--- src/rtl/gbe_pkg.sv ---
// gbe_pkg: shared types and header layout for the GbE transmit arbiter.
// Holds header magic, FSM state enum, header field offsets and builder.
package gbe_pkg;

  localparam logic [7:0] GBE_HDR_MAGIC = 8'hA5;

  localparam int HDR_MAGIC_LSB = 24;
  localparam int HDR_CHAN_LSB  = 16;
  localparam int HDR_SEQ_LSB   = 0;

  typedef enum logic [1:0] {
    IDLE,
    HDR,
    PASS
  } gbeState_t;

  function automatic logic [31:0] mkHeader(
    input logic [3:0]  chan,
    input logic [15:0] seq
  );
    logic [31:0] h;
    h = '0;
    h[HDR_MAGIC_LSB +: 8] = GBE_HDR_MAGIC;
    h[HDR_CHAN_LSB +: 4]  = chan;
    h[HDR_SEQ_LSB +: 16]  = seq;
    return h;
  endfunction

endpackage

--- src/rtl/gbe_rr_arbiter.sv ---
// gbe_rr_arbiter: combinational round-robin pick starting after lastGrant.
// Ports: req, lastGrant, en in; grantOh, grantIdx, grantValid out.
module gbe_rr_arbiter
  import gbe_pkg::*;
#(
  parameter int NUM_CH = 4,
  localparam int IDX_W = $clog2(NUM_CH)
) (
  input  logic [NUM_CH-1:0] req,
  input  logic [IDX_W-1:0]  lastGrant,
  input  logic              en,
  output logic [NUM_CH-1:0] grantOh,
  output logic [IDX_W-1:0]  grantIdx,
  output logic              grantValid
);

  logic [IDX_W-1:0] cand;

  always_comb begin
    grantOh    = '0;
    grantIdx   = '0;
    grantValid = 1'b0;
    cand       = '0;
    if (en) begin
      for (int i = 1; i <= NUM_CH; i++) begin
        cand = IDX_W'((int'(lastGrant) + i) % NUM_CH);
        if (!grantValid && req[cand]) begin
          grantValid    = 1'b1;
          grantIdx      = cand;
          grantOh[cand] = 1'b1;
        end
      end
    end
  end

endmodule

--- src/rtl/gbe_tx_stream_arbiter.sv ---
// gbe_tx_stream_arbiter: packet round-robin merge of NUM_CH streams, with
// packets split at MAX_WORDS beats. Optional header beat: GBE_ARB_HDR_EN.
// Ports: clk, reset_n; s_data/s_valid/s_last in, s_ready out per channel;
// m_data/m_valid/m_last/m_chan out, m_ready in; split_pulse out.
module gbe_tx_stream_arbiter
  import gbe_pkg::*;
#(
  parameter int NUM_CH    = 4,
  parameter int DATA_W    = 32,
  parameter int MAX_WORDS = 366
) (
  input  logic                       clk,
  input  logic                       reset_n,
  input  logic [NUM_CH*DATA_W-1:0]   s_data,
  input  logic [NUM_CH-1:0]          s_valid,
  input  logic [NUM_CH-1:0]          s_last,
  output logic [NUM_CH-1:0]          s_ready,
  output logic [DATA_W-1:0]          m_data,
  output logic                       m_valid,
  output logic                       m_last,
  input  logic                       m_ready,
  output logic [$clog2(NUM_CH)-1:0]  m_chan,
  output logic                       split_pulse
);

  localparam int IDX_W = $clog2(NUM_CH);
  localparam int WC_W  = $clog2(MAX_WORDS + 1);

  gbeState_t state;
  gbeState_t stateNext;

  logic [IDX_W-1:0]  grantQ;
  logic [NUM_CH-1:0] grantOhQ;
  logic [IDX_W-1:0]  lastGrant;
  logic [WC_W-1:0]   wcnt;

  logic [NUM_CH-1:0] arbOh;
  logic [IDX_W-1:0]  arbIdx;
  logic              arbValid;

  logic              canLoad;
  logic              beatValid;
  logic              beatLast;
  logic [DATA_W-1:0] beatData;
  logic              atLimit;
  logic              accept;
  logic              endPkt;
  logic              hdrLoad;
  logic [DATA_W-1:0] hdrWord;

  gbe_rr_arbiter #(
    .NUM_CH(NUM_CH)
  ) uArb (
    .req       (s_valid),
    .lastGrant (lastGrant),
    .en        (state == IDLE),
    .grantOh   (arbOh),
    .grantIdx  (arbIdx),
    .grantValid(arbValid)
  );

  always_comb begin
    beatData = '0;
    for (int c = 0; c < NUM_CH; c++) begin
      if (grantQ == IDX_W'(c)) begin
        beatData = s_data[c*DATA_W +: DATA_W];
      end
    end
  end

  assign canLoad   = !m_valid || m_ready;
  assign beatValid = s_valid[grantQ];
  assign beatLast  = s_last[grantQ];
  assign atLimit   = wcnt == WC_W'(MAX_WORDS - 1);
  assign accept    = (state == PASS) && canLoad && beatValid;
  assign endPkt    = accept && (beatLast || atLimit);

  // A natural s_last on the limit beat is not a split.
  assign split_pulse = endPkt && !beatLast;

  assign s_ready = (state == PASS && canLoad) ? grantOhQ : '0;

`ifdef GBE_ARB_HDR_EN
  logic [15:0] seq [NUM_CH];

  assign hdrLoad = (state == HDR) && canLoad;
  assign hdrWord = DATA_W'(mkHeader(4'(grantQ), seq[grantQ]));

  // Split segments count as packets too.
  always_ff @(posedge clk or negedge reset_n) begin
    if (!reset_n) begin
      for (int c = 0; c < NUM_CH; c++) begin
        seq[c] <= '0;
      end
    end else if (endPkt) begin
      seq[grantQ] <= seq[grantQ] + 16'd1;
    end
  end
`else
  assign hdrLoad = 1'b0;
  assign hdrWord = '0;
`endif

  always_comb begin
    stateNext = state;
    unique case (state)
      IDLE: begin
        if (arbValid) begin
`ifdef GBE_ARB_HDR_EN
          stateNext = HDR;
`else
          stateNext = PASS;
`endif
        end
      end
      HDR: begin
        if (canLoad) stateNext = PASS;
      end
      PASS: begin
        if (endPkt) stateNext = IDLE;
      end
      default: stateNext = IDLE;
    endcase
  end

  always_ff @(posedge clk or negedge reset_n) begin
    if (!reset_n) begin
      state     <= IDLE;
      grantQ    <= '0;
      grantOhQ  <= '0;
      lastGrant <= IDX_W'(NUM_CH - 1);
      wcnt      <= '0;
      m_data    <= '0;
      m_valid   <= 1'b0;
      m_last    <= 1'b0;
      m_chan    <= '0;
    end else begin
      state <= stateNext;
      if (state == IDLE && arbValid) begin
        grantQ   <= arbIdx;
        grantOhQ <= arbOh;
      end
      if (endPkt) begin
        lastGrant <= grantQ;
        wcnt      <= '0;
      end else if (accept) begin
        wcnt <= wcnt + 1'b1;
      end
      if (hdrLoad) begin
        m_data  <= hdrWord;
        m_valid <= 1'b1;
        m_last  <= 1'b0;
        m_chan  <= grantQ;
      end else if (accept) begin
        m_data  <= beatData;
        m_valid <= 1'b1;
        m_last  <= beatLast || atLimit;
        m_chan  <= grantQ;
      end else if (m_ready) begin
        m_valid <= 1'b0;
        m_last  <= 1'b0;
      end
    end
  end

endmodule

--- config.mk ---
export PLATFORM = sky130hd
export DESIGN_NAME = gbe_tx_stream_arbiter
export DESIGN_NICKNAME = d
export VERILOG_FILES = /design/src/rtl/gbe_pkg.sv /design/src/rtl/gbe_rr_arbiter.sv /design/src/rtl/gbe_tx_stream_arbiter.sv
export SDC_FILE = /design/constraint.sdc
export NUM_CORES = 1
export LEC_CHECK = 0
export CAP_MARGIN = 20
export CORE_UTILIZATION = 36
export CTS_CLUSTER_DIAMETER = 120
export DETAILED_ROUTE_END_ITERATION = 16
export GPL_TIMING_DRIVEN = 1
export PLACE_DENSITY = 0.74
export SKIP_CTS_REPAIR_TIMING = 1
export SLEW_MARGIN = 20
export SYNTH_ARGS = -nofsm -noshare
export SYNTH_HDL_FRONTEND = slang
export SYNTH_SLANG_ARGS = --single-unit
--- constraint.sdc ---
create_clock -name clk -period 2.35 [get_ports clk]
set_input_delay 0.47 -clock clk [delete_from_list [all_inputs] [get_ports clk]]
set_output_delay 0.47 -clock clk [all_outputs]
set_load 0.03 [all_outputs]
==> impl_results.md <==
* Total congestion overflow at 0
* Crit end category: output pin
* Post-Syn Instances at 260
* Top cells by area, synth: dfrtp_1, mux4_2, mux2_2, ha_1, nor2b_1
* Core area at 9240 sq um
* Status: finished, final reports clean
* Core Rows at 35
* Number of clock sinks at 54
* Simple-gate share of the synthesized area at 8.78%
* Multi-input combinational cell area at 2030 sq um
* HPWL after DPL at 7520 microns
* Top Layer Used: met4
* Met1 wire length at 3860 microns
* Syn_nets at 409
* Max clock buf depth at 2
* Die area at 9940 sq um
* Pwr/cell area at 1220 nW/um^2
* Fmax at 436 MHz
* Worst path cell trace: mux4_2, a41o_1, nor2b_4, nor2b_4, buf_6
* Post-synthesis cell area at 3440 sq um
* Routed vias/inst at 5.12
* Synthesis Warnings at 0
* Die Width at 99.7 microns
* Clock latency on the worst-skew pair at 0.30 ns
* Post-synthesis mux area share at 37.3%
* Avg Cell Area, Syn at 13.2 sq um
* CP max FO at 3
* Crit path kind: reg2out
* # setup viols final at 0
* Area share of the largest cell type after synthesis at 37.9%
* Tcrit/Tclk final at 97.5%
* Post-synth EDFFs at 0
* Crit path largest cell delay at 0.52 ns
* Htree depth at 2
* Static leakage at 2.30 nW
* Clk_skew at 0.00839 ns
* Diodes inserted at 0
* Hold Slack at 0.182 ns
* Pint at 4.16 mW
* CTS tree: built
* Via count at 2979
* Die height at 99.7 microns
* Wire length per cell at 16.3 microns
* Number of port buffers at 179
* Slowest cell on crit path: mux4_2
* Worst setup SP type: flop
* Initial antenna violation count at 0
* Initial Utilization at 37.2%
* Top Ports at 180
* Pre-CTS setup slack at -0.266 ns
* Crit path required time at 1.88 ns
* Routed wl met2 at 4910 microns
* Synth Area in Adders at 3.64%
* Tot GR Track Use at 18.9%
* Worst-Margin Slew at 0.627 ns
* Combinational power share at 67.6%
* Final core occ at 61.4%
* Synth Area in XOR/XNOR at 0.255%
* Share of cells above drive strength 1 at 27.2%
* Final slew viol count at 0
* Reg area at 1360 sq um
* Root Buffer: clkbuf_8
* Fill cell count at 742
* Pwr Total at 6.94 mW
* Clk pwr share at 8.8%
* Sw frac at 40.1%
* Post-synthesis cell type count at 37
* Final Hold Vio Count at 0
* Synth area leader: dfrtp_1
* Tmin final at 2.29 ns
* Met3 routed WL at 663 microns
* First-pass GRT wire length at 14800 microns
* Slew headroom at 58.2%
* Vias in the first global route at 2977
* Max Cap Viol at 0
* GP Congestion at 0.862
* Maximum vdd drop at 0.586 mV
* Post-detailed-route count of antenna-violating nets at 0
* Initial DRC Count at 55
* Largest family of logic cells by synthesized area: multiplexers
* Net count, final at 601
* Leading cell types in the layout, fill and taps excluded: clkdlybuf4s50_1, dfrtp_1, mux4_2, mux2_2, buf_4
* Area growth syn-to-layout at 65.1%
* Synth Area in Compound Gates at 7.72%
* Largest net degree at the start of global routing at 29
* TritonCTS Buffers at 5
* Worst hold path class: in2async
* DRC at 0
* NetSw at 2.79 mW
* Sequential fraction of the synthesis area at 39.4%
* Arrival @ worst endpoint at 1.82 ns
* Crit-path most repeated cell: nor2b_4
* Async S/R FF share, synth at 100%
* Final WL at 9480 microns
* RSZ-0062 raised after global routing: true
* Clk pin slew, worst setup/hold paths at 0.09 ns
* Worst setup margin at 0.0581 ns
* #FFs+latches synth at 54
* Sequential Power Share at 23.5%
* Main flop type after synthesis: dfrtp_1
* Commonest non-fill, non-tap cell in the layout: clkdlybuf4s50_1
* 1st-pass router iterations at 4
final cells by class:
type / instances / area share [%]
clock inverters: 1 / 0.529
clock buffers: 7 / 1.35
well taps: 129 / 2.84
repair buffers: 203 / 35.3
multi-input cells: 184 / 35.8
inverters: 4 / 0.265
flip-flops and latches: 54 / 23.9
routing by layer:
layer,up-vias,track usage [%]
met2,113,33.6
met1,1476,23.9
met5,-,0
li1,1384,-
met3,6,4.78
met4,0,2.15
Yosys cell counts, types with 6 or more instances:
library cell / number
o21ai_1: 6
and3_1: 7
nand2_1: 7
clkbuf_1: 9
mux4_2: 38
nor2b_1: 12
mux2_2: 34
nor2_1: 14
dfrtp_1: 52
o21ai_0: 12
ha_1: 10
final timing paths:
check	from	to	slack, ns	cells after the start
setup reg to reg	lastGrant[0]$_DFFE_PN1P_	grantQ[0]$_DFFE_PN0P_	0.08	7
setup / recovery	grantQ[1]$_DFFE_PN0P_	split_pulse	0.06	5
hold reg to reg	grantOhQ[3]$_DFFE_PN0P_	grantOhQ[3]$_DFFE_PN0P_	0.49	1
max in group asynchronous	reset_n	m_data[0]$_DFFE_PN0P_	1.60	2
min in group clk	grantOhQ[3]$_DFFE_PN0P_	grantOhQ[3]$_DFFE_PN0P_	0.49	1
hold / removal	reset_n	grantOhQ[2]$_DFFE_PN0P_	0.18	1
sequential cells by signal, summed over array words and instances, names as in the netlist:
name,cells
grantOhQ,4
grantQ,2
lastGrant,2
m_chan,2
m_data,32
m_last,1
m_valid,1
state,1
wcnt,9
critical path: cells and delay by family (launching register included):
kind            cells  cell delay (ns)
mux                 1             0.52
compound gates      1             0.23
buf+inv             1             0.13
simple gates        2             0.25
flops               1             0.40
cell families (layout without fill, tap and decap cells):
| family | after synthesis | after routing |
|---|---|---|
| and+or+nand+nor | 56 | 56 |
| adders and majority gates | 10 | 10 |
| muxes | 76 | 76 |
| buffers and inverters | 22 | 215 |
| xor gates and xnor gates | 1 | 1 |
| AOI/OAI and AO/OA | 41 | 41 |
| DFF | 54 | 54 |
power groups by stage:
stage	registers [mW]	clock network, mW	logic [mW]
finish	1.63	0.614	4.70
global route	1.70	0.669	5.03
CTS	1.64	0.632	4.62
detailed placement	1.66	0	4.61
global placement	1.65	0	4.54
floorplan	2.24	0	2.40
per-stage QoR:
step           std cells  instance area, sq um  setup TNS, ns
6_report             582                  5670              0
5_1_grt              582                  5670       -0.00847
2_1_floorplan        260                  3450         -0.159
3_3_place_gp         570                  5480          -2.84
4_1_cts              578                  5590         -0.142
3_5_place_dp         570                  5480          -4.52
No activity file was read; power rests on OpenSTA's default activity.
